==> config.mk <==
export PLATFORM = sky130hd
export DESIGN_NAME = regfile_dump
export DESIGN_NICKNAME = d
export VERILOG_FILES = /design/src/rtl/regfile_dump.sv
export SDC_FILE = /design/constraint.sdc
export NUM_CORES = 1
export LEC_CHECK = 0
export ABC_AREA = 1
export CORE_ASPECT_RATIO = 0.75
export CORE_UTILIZATION = 40
export CTS_CLUSTER_DIAMETER = 150
export CTS_CLUSTER_SIZE = 8
export DETAILED_ROUTE_END_ITERATION = 8
export PLACE_DENSITY_LB_ADDON = 0.3
export SYNTH_ARGS = -nofsm -noshare
export SYNTH_HDL_FRONTEND = slang
export SYNTH_SLANG_ARGS = --single-unit
==> constraint.sdc <==
create_clock -name clk -period 1.4 [get_ports clk]
set_input_delay 0.21 -clock clk [delete_from_list [all_inputs] [get_ports clk]]
set_output_delay 0.21 -clock clk [all_outputs]
set_load 0.03 [all_outputs]
==> src/rtl/regfile_dump.sv <==
// Walks a register-file read port from FIRST_REG to LAST_REG and streams each value out
// as a valid/ready beat. Define REGFILE_DUMP_CHECKSUM_EN to append an XOR checksum beat.
module regfile_dump #(
    parameter int unsigned FIRST_REG = 0,
    parameter int unsigned LAST_REG  = 31
) (
    input  logic        clk,
    input  logic        reset,
    input  logic        start,
    output logic [4:0]  rf_addr,
    input  logic [31:0] rf_data,
    output logic        out_valid,
    input  logic        out_ready,
    output logic [31:0] out_data,
    output logic [4:0]  out_index,
    output logic        out_sum,
    output logic        out_last,
    output logic        busy,
    output logic        done
);

    localparam int unsigned IDX_W  = 5;
    localparam int unsigned DATA_W = 32;
    localparam logic [IDX_W-1:0] FIRST_IDX = IDX_W'(FIRST_REG);
    localparam logic [IDX_W-1:0] LAST_IDX  = IDX_W'(LAST_REG);

`ifdef REGFILE_DUMP_CHECKSUM_EN
    typedef enum logic [1:0] {IDLE, READ, HOLD, SUM} state_t;
`else
    typedef enum logic [1:0] {IDLE, READ, HOLD} state_t;
`endif

    state_t              state_q;
    logic [IDX_W-1:0]    idx_q;
    logic [IDX_W-1:0]    idx_d;
    logic                out_valid_q;
    logic [DATA_W-1:0]   out_data_q;
    logic [IDX_W-1:0]    out_index_q;
    logic                out_last_q;
    logic                busy_q;
    logic                done_q;
`ifdef REGFILE_DUMP_CHECKSUM_EN
    logic [DATA_W-1:0]   csum_q;
    logic                out_sum_q;
`endif

    // Increment only taken while idx_q < LAST_IDX, so the counter cannot wrap.
    assign idx_d = idx_q + IDX_W'(1);

    always_ff @(posedge clk) begin
        if (reset) begin
            state_q     <= IDLE;
            idx_q       <= '0;
            out_valid_q <= 1'b0;
            out_data_q  <= '0;
            out_index_q <= '0;
            out_last_q  <= 1'b0;
            busy_q      <= 1'b0;
            done_q      <= 1'b0;
`ifdef REGFILE_DUMP_CHECKSUM_EN
            csum_q      <= '0;
            out_sum_q   <= 1'b0;
`endif
        end else begin
            done_q <= 1'b0;
            unique case (state_q)
                IDLE: begin
                    if (start) begin
                        state_q <= READ;
                        idx_q   <= FIRST_IDX;
                        busy_q  <= 1'b1;
`ifdef REGFILE_DUMP_CHECKSUM_EN
                        csum_q  <= '0;
`endif
                    end
                end
                READ: begin
                    out_data_q  <= rf_data;
                    out_index_q <= idx_q;
`ifdef REGFILE_DUMP_CHECKSUM_EN
                    out_last_q  <= 1'b0;
`else
                    out_last_q  <= (idx_q == LAST_IDX);
`endif
                    out_valid_q <= 1'b1;
                    state_q     <= HOLD;
                end
                HOLD: begin
                    if (out_ready) begin
`ifdef REGFILE_DUMP_CHECKSUM_EN
                        csum_q <= csum_q ^ out_data_q;
`endif
                        if (idx_q < LAST_IDX) begin
                            idx_q       <= idx_d;
                            out_valid_q <= 1'b0;
                            state_q     <= READ;
                        end else begin
`ifdef REGFILE_DUMP_CHECKSUM_EN
                            // Sum beat folds in the final register value being accepted now.
                            out_data_q  <= csum_q ^ out_data_q;
                            out_index_q <= '0;
                            out_sum_q   <= 1'b1;
                            out_last_q  <= 1'b1;
                            state_q     <= SUM;
`else
                            out_valid_q <= 1'b0;
                            busy_q      <= 1'b0;
                            done_q      <= 1'b1;
                            state_q     <= IDLE;
`endif
                        end
                    end
                end
`ifdef REGFILE_DUMP_CHECKSUM_EN
                SUM: begin
                    if (out_ready) begin
                        out_valid_q <= 1'b0;
                        out_sum_q   <= 1'b0;
                        busy_q      <= 1'b0;
                        done_q      <= 1'b1;
                        state_q     <= IDLE;
                    end
                end
`endif
                default: state_q <= IDLE;
            endcase
        end
    end

    assign rf_addr   = idx_q;
    assign out_valid = out_valid_q;
    assign out_data  = out_data_q;
    assign out_index = out_index_q;
    assign out_last  = out_last_q;
    assign busy      = busy_q;
    assign done      = done_q;
`ifdef REGFILE_DUMP_CHECKSUM_EN
    assign out_sum   = out_sum_q;
`else
    assign out_sum   = 1'b0;
`endif

endmodule

==> flow_summary.ini <==
[placement]
preCtsSetupSlack_ns = 0.0664
placed_area_um2 = 2680
dp_hpwl_um = 3030
portBuffers = 81
gp_congestion = 0.833

[yosys]
syn_inst = 231
synth_area_leaders = dfxtp_1 54%, nor2_1 16%, o21ai_0 11%
synth.top_cell.area_share = 0.537
avgSynthCellArea_um2 = 7.74
synth.ff_latch_count = 48
yosysUniqueCellTypes = 21
ys_seq_area_frac = 0.537
synth_compound_area_frac = 0.143
yosys.area_share.simple = 0.244
synthMuxAreaShare = 0
synthAdderAreaFrac = 0.0140
yosys_warnings = 0
syn-cell-area_um2 = 1790
synth_top_family_by_area = simple AND/OR/NAND/NOR gates
synth_fp_nets = 269
yosys.area.top_type = dfxtp_1
synthXorXnorAreaFrac = 0

[detailed_routing]
drc = 0
via_per_inst = 4.65
drtIter0Drc = 69
ant_nets = 0
drt-wirelength-per-cell_um = 11.6
firstDrtPassIters = 4
num_vias = 1720
wirelength_um = 4310

[hold_path]
min_path_type = reg -> reg
holdCritStartpoint = out_valid
whs_endpoint = out_valid
hold_path_depth = 2

[setup_path]
cp-end-kind = primary output
r2r_setup_slack_ns = 0.15
crit_family = buffers and inverters
cp_slowest_cell = dlygate4sd2_1
worstSetupStartpointType = flip-flop
crit_chain = dlygate4sd2_1
reg2reg_to = rf_addr[4]
worstPathMaxFanout = 4
max_stage_delay_ns = 0.42
critPathBufInv = 1
crit_type = reg -> out
cp.arrival_ns = 1.11
timing.rr.start = rf_addr[0]
reg2regPathDepth = 6
cp.required_ns = 1.19

[cts]
clockBufferDepth = 2
htreeDepth = 2
post_cts.repair.setup_buffers = 0
cts_tree = yes
cts.sinks = 48
path_clk_slew_ns = 0.08
numCtsBuffers = 5
clock_tree.root_cell = clkbuf_8
clock_latency_ns = 0.29

[sta]
slew_violations = 0
min_period_ns = 1.32
whs_ns = 0.460
finalSetupViolCount = 0
finalClockSkew_ns = 0.00279
rsz0062_at_grt = no
worst_slack_ns = 0.0834
timing.fmax_ghz = 0.760
setup-tns-final_ns = 0
post-route-period-util = 0.940
finalHoldViolations = 0

[final_layout]
final_util = 0.659
finalNetCount = 352
syn2layout_area_growth_pct = 54.0
ff_latch_area_um2 = 963
n_antenna_cell = 0
multiInputGateArea_um2 = 724
fill_cells = 394
drive_gt1_frac = 0.0794
fin_area_um2 = 2750

[pwr]
swShare = 0.277
p_per_area_nw_per_um2 = 1180
p_switching_mw = 0.904
seqPwrFrac = 0.466
power_frac_comb = 0.204
vdd_drop_max_mv = 0.704
leakage_nw = 1.35
power.internal_mw = 2.35
clkPwrFrac = 0.330

[global_routing]
gr-total-overflow = 0
grt_pass1_wl_um = 6990
antenna_found_initial = 0
grt_max_degree = 37
grt.total_usage = 0.197
grt_pass1_vias = 1562

[floorplan]
die_w_um = 79.2
die_h_um = 59.9
die-area_um2 = 4740
core_region_area_um2 = 4180
start_util = 0.428
num_io_pins = 83
rows = 20

[flow_run]
max_cap_violations = 0

[run_status]
status = complete, no violations
-- cells in the final DEF, fill, tap and decap left out, drive strengths merged, types with 2 or more instances in the layout --
master and instances:
a21oi 6, buf 7, nand2 14, ha 2
inv 13, clkbuf 7, dfxtp 48, nand3 12
dlygate4sd2 46, clkdlybuf4s50 35, o21ai 42, nor2 77
-- metal layers --
| layer | track usage | part of all wire |
|---|---|---|
| met1 | 0.245 | 0.49 |
| met2 | 0.302 | 0.40 |
| met3 | 0.0794 | 0.099 |
| met4 | 0.0857 | 0.015 |
| met5 | 0 | 0 |
-- cells by family after synthesis --
kind of cell,count (synthesis)
and+or+nand+nor,105
DFF,48
buffers and inverters,25
adders and majority gates,2
other,1
AOI/OAI and AO/OA,50
-- power by group through the flow --
stage | Combinational [mW] | Clock (mW) | Sequential, mW
finish | 0.664 | 1.08 | 1.52
global route | 0.722 | 1.16 | 1.53
CTS | 0.669 | 1.10 | 1.52
detailed placement | 0.735 | 0 | 1.55
global placement | 0.729 | 0 | 1.55
floorplan | 0.194 | 0 | 1.75
-- Yosys cell counts --
master,number
nor2_1,74
dfxtp_1,48
o21ai_0,40
nand2_1,12
nand3_1,12
inv_1,11
buf_2,8
a21oi_1,6
clkbuf_1,3
ha_1,2
inv_2,2
nand2_2,2
nor2_4,2
o21ai_1,2
buf_4,1
conb_1,1
nor2_2,1
nor3_1,1
nor4_1,1
o21a_1,1
o21bai_1,1
-- sequential cells by signal (all words and copies together) (netlist names) --
name	flops
busy	1
done	1
out_data	32
out_index	5
out_last	1
out_valid	1
rf_addr	5
state_q	2
-- through the flow --
step / total power [mW] / std cells
2_1_floorplan: 1.94 / 231
3_3_place_gp: 2.28 / 362
3_5_place_dp: 2.29 / 362
4_1_cts: 3.29 / 370
5_1_grt: 3.41 / 370
6_report: 3.26 / 370
-- area by class of cell --
cell class                      instances  area share
Sequential cell                        48       0.350
Multi-Input combinational cell        158       0.263
Clock inverter                          1      0.0109
Tap cell                               55      0.0250
Timing Repair Buffer                   88       0.297
Clock buffer                            7      0.0350
Inverter                               13      0.0186
-- worst max path at each step --
| stage | startpoint | end | slack [ns] | cells past startpoint |
|---|---|---|---|---|
| after floorplan | rf_addr[2] | rf_addr[4] | 0.11 | 5 |
| after global routing | rf_addr[2] | rf_addr[2] | 0.04 | 1 |
| after detailed placement | reset | out_data[2] | 0.07 | 5 |
| final | rf_addr[2] | rf_addr[2] | 0.08 | 1 |
| after CTS | rf_addr[2] | rf_addr[2] | 0.06 | 1 |
| after global placement | rf_addr[0] | rf_addr[4] | 0.09 | 6 |
-- timing repair --
action / CTS / global route
setup endpoints to repair: 46 / 4
pin swaps: 0 / 0
hold endpoints to repair: 0 / 0
resized for setup: 46 / 3
hold buffers: 0 / 0
Power figures use the tool's default switching activity.
